==> src/rtl/btn_event_ctrl.sv <==
// Turns debounced button levels into a stream of PRESS/LONG/REPEAT/RELEASE events,
// with one shared hold/repeat timer and a single-entry valid/ready output slot.
module btn_event_ctrl #(
  parameter int NUM_BTN    = 4,
  parameter int HOLD_CYC   = 8,
  parameter int REPEAT_CYC = 4,
  localparam int ID_W      = $clog2(NUM_BTN),
  localparam int CNT_W     = $clog2(((HOLD_CYC > REPEAT_CYC) ? HOLD_CYC : REPEAT_CYC) + 1)
) (
  input  logic               clk,
  input  logic               reset,
  input  logic [NUM_BTN-1:0] btn_db,
  output logic               evt_valid,
  input  logic               evt_ready,
  output logic [ID_W-1:0]    evt_id,
  output logic [1:0]         evt_type,
  output logic               busy
);

  typedef enum logic [2:0] {
    IDLE, EMIT_PRESS, HOLD, EMIT_LONG, REPEAT, EMIT_REP, EMIT_REL
  } state_t;

  localparam logic [1:0] EV_PRESS   = 2'b00;
  localparam logic [1:0] EV_LONG    = 2'b01;
  localparam logic [1:0] EV_REPEAT  = 2'b10;
  localparam logic [1:0] EV_RELEASE = 2'b11;

  state_t             state, state_nxt;
  logic [CNT_W-1:0]   cnt, cnt_nxt;
  logic [ID_W-1:0]    owner, owner_nxt, rise_idx;
  logic [NUM_BTN-1:0] btn_q, rise;
  logic               free, emit, owner_lvl;
  logic [1:0]         emit_type;

  assign rise      = btn_db & ~btn_q;
  assign free      = ~evt_valid | evt_ready;
  assign owner_lvl = btn_db[owner];

  // Lowest-index rise wins; simultaneous rises on other buttons are dropped.
  always_comb begin
    rise_idx = '0;
    for (int i = NUM_BTN - 1; i >= 0; i--) begin
      if (rise[i]) rise_idx = ID_W'(i);
    end
  end

  always_comb begin
    state_nxt = state;
    cnt_nxt   = cnt;
    owner_nxt = owner;
    emit      = 1'b0;
    emit_type = EV_PRESS;
    case (state)
      IDLE: begin
        if (|rise) begin
          owner_nxt = rise_idx;
          state_nxt = EMIT_PRESS;
        end
      end
      EMIT_PRESS: begin
        if (free) begin
          emit      = 1'b1;
          emit_type = EV_PRESS;
          cnt_nxt   = '0;
          state_nxt = HOLD;
        end
      end
      HOLD: begin
        if (!owner_lvl)                          state_nxt = EMIT_REL;
        else if (cnt == CNT_W'(HOLD_CYC - 1))    state_nxt = EMIT_LONG;
        else                                     cnt_nxt   = cnt + CNT_W'(1);
      end
      EMIT_LONG: begin
        if (free) begin
          emit      = 1'b1;
          emit_type = EV_LONG;
          cnt_nxt   = '0;
          state_nxt = REPEAT;
        end
      end
      REPEAT: begin
        if (!owner_lvl)                          state_nxt = EMIT_REL;
        else if (cnt == CNT_W'(REPEAT_CYC - 1))  state_nxt = EMIT_REP;
        else                                     cnt_nxt   = cnt + CNT_W'(1);
      end
      EMIT_REP: begin
        if (free) begin
          emit      = 1'b1;
          emit_type = EV_REPEAT;
          cnt_nxt   = '0;
          state_nxt = REPEAT;
        end
      end
      EMIT_REL: begin
        if (free) begin
          emit      = 1'b1;
          emit_type = EV_RELEASE;
          state_nxt = IDLE;
        end
      end
      default: state_nxt = IDLE;
    endcase
  end

  always_ff @(posedge clk or negedge reset) begin
    if (!reset) begin
      state     <= IDLE;
      cnt       <= '0;
      owner     <= '0;
      btn_q     <= '0;
      busy      <= 1'b0;
      evt_valid <= 1'b0;
      evt_id    <= '0;
      evt_type  <= EV_PRESS;
    end else begin
      state <= state_nxt;
      cnt   <= cnt_nxt;
      owner <= owner_nxt;
      btn_q <= btn_db;
      busy  <= (state_nxt != IDLE);
      // A new event may replace the one being accepted in the same cycle.
      if (emit) begin
        evt_valid <= 1'b1;
        evt_id    <= owner;
        evt_type  <= emit_type;
      end else if (evt_ready) begin
        evt_valid <= 1'b0;
      end
    end
  end

endmodule
==> config.mk <==
export PLATFORM = sky130hd
export DESIGN_NAME = btn_event_ctrl
export DESIGN_NICKNAME = d
export VERILOG_FILES = /design/src/rtl/btn_event_ctrl.sv
export SDC_FILE = /design/constraint.sdc
export NUM_CORES = 1
export LEC_CHECK = 0
export CORE_ASPECT_RATIO = 1.25
export CORE_MARGIN = 2
export CORE_UTILIZATION = 50
export CTS_BUF_LIST = sky130_fd_sc_hd__clkbuf_4
export DETAILED_ROUTE_END_ITERATION = 8
export PLACE_DENSITY = 0.73
export SLEW_MARGIN = 5
export SYNTH_ARGS = -nofsm -noshare
export SYNTH_HDL_FRONTEND = slang
export SYNTH_SLANG_ARGS = --single-unit
==> constraint.sdc <==
create_clock -name clk -period 1.8 [get_ports clk]
set_input_delay 0.36 -clock clk [delete_from_list [all_inputs] [get_ports clk]]
set_output_delay 0.36 -clock clk [all_outputs]
set_load 0.05 [all_outputs]
=== Word-level counts from Yosys, hierarchy flattened ===
Cells that the tools add are included.

* Register bits after elaboration: 19
* Bits of input ports: 7
* Logic and storage cells: 66

* $add $sub $neg: 1
* Order comparisons: 1
* Equality and inequality tests: 13
* Multiplexer cells: 29
* Bitwise logic cells: 4
* Reduce and logical (&&, ||, !) cells: 10

{| class="wikitable"
|+ Operators by type and width
! kind !! count
|-
| $mux 3 || 8
|-
| $mux 4 || 5
|-
| $pmux 3 s6 || 1
|-
| $mux 2 || 6
|-
| $pmux 4 s3 || 1
|-
| $eq 3x3->1 const B || 3
|-
| $ne 2x2->1 const B || 4
|-
| $reduce_or 4->1 || 2
|-
| $eq 3x2->1 const B || 2
|-
| $mux 1 || 6
|-
| $pmux 2 s3 || 1
|-
| $reduce_and 6->1 || 1
|-
| $reduce_bool 3->1 || 2
|-
| $add 4x1->4 const B || 1
|-
| $and 4x4->4 || 1
|-
| $eq 4x2->1 const B || 1
|-
| $eq 4x3->1 const B || 1
|-
| $not 4->4 || 1
|-
| $eq 3x1->1 const B || 1
|-
| $logic_not 3->1 || 1
|-
| $lt 2x3->1 const B || 1
|-
| $reduce_or 3->1 || 1
|-
| $bmux 1 s2 || 1
|-
| $ne 2x1->1 const B || 1
|-
| 5 further kinds || 5
|}

=== Logic depth before layout (Yosys ltp) ===
Gate-level depths: netlist of the first run.

* Word-level depth: 6
* Depth in mapped cells: 6
* Gate-level depth less buffers: 5

=== Least setup slack after synthesis of the first run ===
No wires, ideal clock.

* Path type: reg-to-reg
* Start point: reg evt_valid
* End point: reg busy
* Data arrival time: 1,784 ps
* Setup slack: -115 ps
* Stages on the path, launching flop included: 6
* Path buffers: 1
* Period minus slack after synthesis: 1,915 ps
* Cell sequence: dfrtp_1 > nor2b_1 > clkbuf_1 > o32ai_1 > o32a_1 > or3_1

* Longest elaborated chain between the ends: 5

{| class="wikitable"
|+ Ends and longest elaborated chain
! element !! RTL line !! text
|-
| from (decl) || 13 || <nowiki>output logic evt_valid,</nowiki>
|-
| from (signal assigned) || 113 || <nowiki>evt_valid <= 1'b0;</nowiki>
|-
| from (signal assigned) || 124 || <nowiki>evt_valid <= 1'b1;</nowiki>
|-
| from (signal assigned) || 128 || <nowiki>evt_valid <= 1'b0;</nowiki>
|-
| $not 1->1 (*) || 37 || <nowiki>assign free = ~evt_valid | evt_ready;</nowiki>
|-
| $or 1x1->1 (*) || 37 ||
|-
| $mux 3 (on tied branches) || n/a ||
|-
| $pmux 3 s6 (*) || 54 || <nowiki>case (state)</nowiki>
|-
| via state_nxt[1] || 29 || <nowiki>state_t state, state_nxt;</nowiki>
|-
| $reduce_bool 3->1 (*) || 121 || <nowiki>busy <= (state_nxt != IDLE);</nowiki>
|-
| to (signal assigned) || 121 ||
|-
| to (decl) || 17 || <nowiki>output logic busy</nowiki>
|}

The timed path passes the listed nets; every way through them passes the cells marked *.
A chain may end at the register's enable or synchronous reset.

=== Worst setup path in the final report of the first run ===
* Start point: in btn_db[3]
* End point: reg busy

* Longest elaborated chain between the ends: 5

{| class="wikitable"
|+ Ends and longest elaborated chain
! element !! RTL line !! text
|-
| from (decl) || 12 || <nowiki>input logic [NUM_BTN-1:0] btn_db,</nowiki>
|-
| $bmux 1 s2 / $and 4x4->4 (equally long branches) || 38, 36 ||
|-
| $mux 1 (implied by the code) / $reduce_or 4->1 (equally long branches) || 38, 56 ||
|-
| $mux 3 (on tied branches) || 83, 56, 70 ||
|-
| $pmux 3 s6 (*) || 54 ||
|-
| via state_nxt[0] || 29 ||
|-
| $reduce_bool 3->1 (*) || 121 ||
|}

The timed path passes the listed nets; every way through them passes the cells marked *. The select of a mux whose other input is x is not followed.

==> results list, run 1 <==
- Critical path data required time: 1990 ps
- Reg clk slew, reported paths: 110 ps
* Area growth, synth to finish: 27.84%
* Fraction of power consumed by the clock network: 8.7%
* TritonCTS clock tree: done
* Worst hold-check path type: input pin to flip-flop
- In this run the critical register-to-register path is launched from owner[0]$_DFFE_PN0P_.
- I/O pin count: 13
- Synthesis inferred 19 register bits.
- First-pass GRT wire length: between 3000 and 4000 µm
- Cells with a size suffix above 1 make up 33.85% of the layout.
- The initialized floorplan defines 18 standard-cell rows.
- Global-route total usage across every layer: 20.25%
* Cell internal pwr: around 1.4 mW
- Setup repair after global routing missed its margin: true
- The initial utilization of the core area, before any placement, comes to a little over half.
* Yosys warnings: 0
- In the routed layout, each cell is associated on average with a via count of 6.200.
* Worst hold slack: 256.8 ps
- The run finished, with violations left.
- Number of buffers on the longest clock path: 2
- CTS built an H-tree with a depth of 1.
- Cell area after synthesis: 1056 µm²
* Normalized max-slew margin: between 70% and 80%
- Setup violations remaining at the end of the flow were counted as 1.
* Launch point of the critical path: btn_db[3]
- Clock skew on the completed layout was measured at 5.194 ps.
- Starting DRC count in detailed routing: 19
- The first detailed-routing pass ran for 4 iterations.
- From bottom edge to top edge, the die measures 55.38 µm.
- The wire-length estimate of the detail-placed layout is 1738 µm.
- At the end of the flow the core is filled with cells to 68.12%.
* Die area: roughly 2500 µm²
- Based on the critical path, the design can be clocked at up to 555.3 MHz.
* Setup slack of the critical path after layout: -0.8107 ps
- Count of inserted antenna diode cells: 0
- Detailed routing inserted a total of 930 vias.
* Nets in the synthesized netlist: between 100 and 150
- Worst-Skew Late Latency: 300 ps
- Final period util: 100.0%
- Entering global routing, the biggest net connects 20 pins.
* Clk sink count: 19
- Peak supply drop: between 1 and 1.5 mV
- Count of pins over their slew limit: 0
* TritonCTS buffer count: 3
- Failing checks: setup timing
- Area of the core: 1982 µm²
* Placed cell areas: 1300 µm²
- Sequential cells burn 33.0% of the power.
- Crit. End Element: flip-flop
- Final non-filler cell area: 1350 µm²
- At the pin with the least slew margin, the transition time is 367.6 ps.
- Critical path class: input pin to flip-flop
- X dimension of the die: 45.11 µm
- Routability-driven placement congestion ratio: 0.7912
- The startpoint identified for the worst hold timing path is btn_db[0].
- Number of nets still failing antenna checks after routing: 0
- CTS Hold Bufs: 0
* Power per cell area: 1867 nW/µm²
- Final wirelength: 2351 µm
- Sw Pwr: 1.110 mW
- Total overflow reported by the global router: 0
- Type of element launching the critical path: input pin
* Number of endpoints with negative hold slack in the final report: 0
- Yosys mapped the design onto between 40 and 50 distinct sky130hd cell types.
- Data arrival, critical path: just under 2000 ps
- Input/output buffers: 12
- For this run, design rule violations remaining after detail routing come to 0.
* Count of filler cells inserted in the layout: 157
- Nets@finish: roughly 140
* Post-Synthesis Mean Instance Area: around 11 µm²
- The analysis attributes to cell leakage a power of 0.6083 nW.
- The number of global-route vias before repair is 864.
- The root buffer cell chosen for the clock tree is clkbuf_4.
* Sequential element share of the synthesized area: 45.02%
- Switching Share: 44.03%
- Max Fanout on Critical Path: 4
* Antenna violations before repair: 0
- Counting every instance in the synthesized netlist gives 100.
* Shortest period the worst path allows: 1801 ps
* Wirelength per Cell: 15.67 µm
- Across the run, the number of max-cap violations was 0.
- Combinational share of power: 58.3%
final timing paths:
| kind | end | slack, ps | depth (start not counted) |
|---|---|---|---|
| setup reg to reg | cnt[1]$_DFFE_PN0P_ | 20 | 4 |
| min in group asynchronous | evt_valid$_DFFE_PN0P_ | 380 | 2 |
| max in group asynchronous | owner[0]$_DFFE_PN0P_ | 1200 | 2 |
| setup / recovery | busy$_DFF_PN0_ | -0.8 | 5 |
| hold / removal | btn_q[0]$_DFF_PN0_ | 260 | 1 |
| hold reg to reg | evt_id[0]$_DFFE_PN0P_ | 520 | 1 |
cell usage in the layout (no fill, tap or decap), types with 2 or more instances in the layout:
cell type / count
nor3b_1: 2
nor2b_1: 5
clkdlybuf4s50_1: 3
nand2_1: 5
buf_4: 25
o21ai_0: 5
a21oi_1: 8
dlygate4sd2_1: 2
inv_1: 5
mux2_4: 2
dfrtp_2: 2
dfrtp_1: 17
clkbuf_4: 3
nor2_1: 6
o21a_1: 2
mux2_2: 4
repair_timing:
item,CTS,global route
setup buffers,0,1
endpoints found under the setup margin,4,4
resized for setup,4,5
pin swaps,1,3
area by class of cell:
class                      instances  area (µm²)  share of cell area [%]
clock buffer                       3       22.52                   1.668
clock inverter                     1       5.005                  0.3707
inverter                           5       18.77                   1.390
multi-input combinational         71       553.0                   40.96
sequential                        19       478.0                   35.40
tap                               20       25.02                   1.854
timing repair buffer              31       247.7                   18.35
cells in the mapped netlist, drive strengths merged:
cell type | count | share of area, %
or3 | 1 | 0.59
xor2 | 1 | 0.83
o21ba | 1 | 0.95
nand4 | 1 | 0.59
or2 | 1 | 0.59
o31ai | 1 | 0.71
buf | 4 | 1.8
nor4b | 1 | 0.83
nand4b | 1 | 0.83
nand2b | 1 | 0.59
and4 | 1 | 0.83
ha | 1 | 1.2
mux4 | 1 | 2.1
clkbuf | 1 | 0.36
a211o | 1 | 0.83
a22o | 1 | 0.83
nor3b | 2 | 1.4
or2b | 1 | 0.71
xnor2 | 1 | 0.83
o2111ai | 2 | 2.3
nor4 | 1 | 0.59
a21o | 1 | 0.71
o311ai | 2 | 1.7
and3b | 1 | 0.83
nand3b | 1 | 0.71
a211oi | 1 | 1.2
o21a | 2 | 1.4
o41ai | 1 | 2.6
o21ai | 6 | 2.8
dfrtp | 19 | 45
a21oi | 8 | 3.8
mux2 | 6 | 6.8
nand2 | 5 | 1.8
o22ai | 1 | 0.59
a21boi | 1 | 0.71
nor2 | 6 | 2.1
o32ai | 1 | 0.83
o32a | 1 | 0.95
nor2b | 5 | 3.0
nor3 | 1 | 0.47
inv | 5 | 1.8
registers in the layout, indices dropped and copies added (netlist names):
| signal | cells |
|---|---|
| evt_type | 2 |
| owner | 2 |
| busy | 1 |
| btn_q | 4 |
| cnt | 4 |
| evt_valid | 1 |
| evt_id | 2 |
| state | 3 |
metrics by stage:
stage / setup WS (ps) / TNS [ps] / power, mW / std cells
5_1_grt: -17.50 / -30.84 / 2.678 / 150
3_5_place_dp: -342.0 / -1634 / 2.255 / 145
2_1_floorplan: 16.09 / 0 / 1.766 / 100
3_3_place_gp: -273.5 / -1270 / 2.206 / 145
6_report: -0.8107 / -0.8107 / 2.521 / 150
4_1_cts: -9.284 / -9.284 / 2.486 / 149
layer usage:
layer	routed length (µm)	share of wire, %	global-route usage [%]
met3	121	5.1	1.961
met2	1204	51	34.69
met1	959	41	24.58
met4	66	2.8	8.824
met5	0	0	0
worst max-delay path, cell delays in order:
cell and delay (ps):
clkdlybuf4s50_1 450, mux4_2 500, o2111ai_1 140, o311ai_2 180, or3_1 370
power by group through the flow:
stage	clock network, mW	logic [mW]	registers, mW
2_1_floorplan	0	0.822	0.944
3_3_place_gp	0	1.39	0.816
5_1_grt	0.246	1.58	0.852
3_5_place_dp	0	1.43	0.829
6_report	0.218	1.47	0.832
4_1_cts	0.227	1.43	0.825
logic make-up (layout without fill, tap and decap cells):
kind of cell | count (synthesis) | after routing | share of synthesized area [%]
adders and majority gates | 1 | 1 | 1.185
and+or+nand+nor | 30 | 30 | 16.47
buffers and inverters | 10 | 40 | 3.909
DFF | 19 | 19 | 45.02
AOI/OAI and AO/OA | 31 | 31 | 22.87
xor gates and xnor gates | 2 | 2 | 1.659
muxes | 7 | 7 | 8.885
Note: power is estimated with default switching activity, not from simulation.
==> run 2, diff against run 1 <==
--- a/config.mk
+++ b/config.mk
@@ -7,10 +7,10 @@
 export LEC_CHECK = 0
 export CORE_ASPECT_RATIO = 1.25
 export CORE_MARGIN = 2
-export CORE_UTILIZATION = 50
+export CORE_UTILIZATION = 56
 export CTS_BUF_LIST = sky130_fd_sc_hd__clkbuf_4
 export DETAILED_ROUTE_END_ITERATION = 8
-export PLACE_DENSITY = 0.73
+export PLACE_DENSITY = 0.8
 export SLEW_MARGIN = 5
 export SYNTH_ARGS = -nofsm -noshare
 export SYNTH_HDL_FRONTEND = slang
==> run 2 against run 1 <==
Effect of this change:
- combinational power barely moved
- critical endpoint unchanged
- the run now ends clean
- critical path depth stayed put
- largest cell class unchanged
- setup slack improved by 33 ps
- register-to-register slack improved by 20 ps
- critical path type unchanged
- fmax rose by 1.9%
==> results list, run 2 (same netlist as run 1, synthesis figures left out) <==
* Status: complete, no violations
* Setup repair after global routing missed its margin: true
* Static Leakage: 0.6029 nW
* Final period util: 98.21%
- Setup slack of the critical path after layout: 32.25 ps
- The floorplan step defined a core boundary enclosing roughly 1800 µm².
- Final wirelength: ~2400 µm
* Nets@finish: between 100 and 150
- Switching Share: approximately 44%
* Detailed Place HPWL: about 1800 µm
* TritonCTS buffer count: 3
- The filler cells instantiated in the layout total 132.
- Sw Pwr: 1.121 mW
- Derived from the worst setup path, the maximum achievable clock frequency is 565.7 MHz.
- The die is around 53 µm tall.
- Starting DRC count in detailed routing: 19
- Number of nets still failing antenna checks after routing: 0
* Power per cell area: 1902 nW/µm²
* Normalized max-slew margin: 76.20%
- The path class of the tightest hold or removal check is input pin to flip-flop.
- Number of global-route vias before repair: just over 900
* X dimension of the die: around 43 µm
* Combinational share of power: between 50% and 60%
* TritonCTS clock tree: done
* Hold_sp: btn_db[0]
- Of the cells placed in the final design, the portion with a size suffix greater than 1 is roughly a third.
* Capture point of the worst reg-to-reg path: cnt[0]$_DFFE_PN0P_
- The cell sitting at the root of the clock tree is a clkbuf_4.
- The setup path with the least slack is of type input pin to flip-flop.
- Pre-CTS setup slack: -361.7 ps
* Count of inserted antenna diode cells: 0
* Share of power burned in registers: 33.1%
* Crit. End Element: flip-flop
- After global routing the overflow that remains totals 0.
- Router iterations before antenna repair: 5
- The clock network burns roughly a tenth of the power.
* Number of endpoints with negative hold slack in the final report: 0
- Setup violations remaining at the end of the flow were counted as 0.
- Effective utilization at floorplan: 59.82%
- Input/output buffers: 12
* Clk sink count: 19
- Count of H-tree levels built during CTS: 1
- Transition time at the pin with the least slew margin: 356.9 ps
* Die area: roughly 2300 µm²
* Row count: 17
* Routed vias: 925
- Between clock sinks in the finished design, the worst skew comes to approximately 4.7 ps.
- Peak supply drop: approximately 1.3 mV
* Launch point of the critical path: btn_db[1]
- Relative to the synthesized area, the layout overhead comes to 26.18%.
* Cell internal pwr: approximately 1.4 mW
* Antenna violations before repair: 0
- Entering global routing, the biggest net connects 20 pins.
* First-pass GRT wire length: between 4000 and 5000 µm
* Flop-to-flop setup slack: 40 ps
* Commonest non-fill, non-tap cell in the layout: buf_4
* Hold-critical path endpoint: btn_q[0]$_DFF_PN0_
* Worst R2R Start: owner[0]$_DFFE_PN0P_
- Registers with the highest flip-flop counts: btn_q: 4 flops, cnt: 4 flops, state: 3 flops
- Type of element launching the critical path: input pin
- In this run the worst path has a maximum fanout of 4.
- Count of pins over their slew limit: 0
- I/O pin count: 13
* Number of cells on the worst hold path: 1
* Routability-driven placement congestion ratio: 0.7894
- Share of the core filled with cells: 75.48%
- In this run, post-CTS hold repair placed 0 buffers.
- Worst R2R Path Depth: 4
- For the worst-skew pair, the clock arrives at the later sink with an insertion delay of just over 300 ps.
* Critical path data required time: approximately 2000 ps
* Commonest cells after routing, fill and taps aside: 21 x buf_4, 16 x dfrtp_1, 8 x a21oi_1
- Across every metal layer, demand over resource in global routing totals between 20% and 30%.
- Data on the critical path arrives at its endpoint at 1960 ps.
- In the routed design, unresolved DRC markers number 0.
- After clock tree synthesis, the clock-pin slew on the worst setup and hold paths is ~100 ps.
* Number of buffers on the longest clock path: 2
- Wirelength per Cell: 16.57 µm
- Max-capacitance violation count: 0
- Shortest period the worst path allows: ~1800 ps
- Routed via count divided by cell count: 6.379
[run 2: power by group through the flow]
stage | Combinational, mW | Sequential (mW) | Clock, mW
3_5_place_dp | 1.38 | 0.832 | 0
4_1_cts | 1.39 | 0.828 | 0.244
3_3_place_gp | 1.33 | 0.821 | 0
6_report | 1.46 | 0.839 | 0.237
5_1_grt | 1.58 | 0.866 | 0.255
2_1_floorplan | 0.822 | 0.944 | 0
[run 2: final cells by class]
class                      count  area (µm²)  area share [%]
multi-input combinational     71       559.3           41.97
sequential                    19       479.2           35.96
timing repair buffer          27       221.5           16.62
clock buffer                   4       30.03           2.254
tap                           19       23.77           1.784
inverter                       5       18.77           1.408
[run 2: per-layer routing]
| layer | part of all wire [%] | wire length (µm) | vias up | track usage [%] |
|---|---|---|---|---|
| met5 | 0 | 0 | - | 0 |
| met4 | 3.1 | 74 | 0 | 15.10 |
| met3 | 5.4 | 129 | 9 | 2.414 |
| met2 | 52 | 1251 | 47 | 40.91 |
| met1 | 39 | 947 | 447 | 29.62 |
| li1 | - | - | 422 | - |
[run 2: through the flow]
step	power (mW)	hold slack [ps]	area, µm²	std cells	setup TNS [ps]
2_1_floorplan	1.766	64.41	1057	100	0
3_3_place_gp	2.154	492.1	1269	140	-1258
3_5_place_dp	2.216	504.4	1269	140	-1706
4_1_cts	2.460	375.9	1299	144	-0.1563
5_1_grt	2.704	239.0	1333	145	-12.97
6_report	2.535	235.8	1333	145	0
[run 2: timing repair]
| item | in CTS | in global routing |
|---|---|---|
| pin swaps | 1 | 1 |
| buffers inserted | 0 | 1 |
| endpoints found under the setup margin | 2 | 5 |
| gates resized for setup | 2 | 8 |
[run 2: critical path, cell delays in order]
cell and delay [ps]:
clkdlybuf4s50_1 450, mux4_2 480, o2111ai_1 130, o311ai_2 170, or3_1 370
[run 2: worst max path at each step]
stage / end / depth (start not counted) / slack (ps)
floorplan: busy$_DFF_PN0_ / 5 / 20
global placement: cnt[1]$_DFFE_PN0P_ / 5 / -290
detailed placement: cnt[0]$_DFFE_PN0P_ / 5 / -360
CTS: cnt[0]$_DFFE_PN0P_ / 4 / -0.2
global route: busy$_DFF_PN0_ / 5 / -10
finish: busy$_DFF_PN0_ / 5 / 30
==> run 3, diff against run 2 <==
--- a/config.mk
+++ b/config.mk
@@ -11,6 +11,7 @@
 export CTS_BUF_LIST = sky130_fd_sc_hd__clkbuf_4
 export DETAILED_ROUTE_END_ITERATION = 8
 export PLACE_DENSITY = 0.8
+export SKIP_LAST_GASP = 1
 export SLEW_MARGIN = 5
 export SYNTH_ARGS = -nofsm -noshare
 export SYNTH_HDL_FRONTEND = slang
==> results of run 3 <==
Final layout, timing and power as in run 2 (identical DEF).
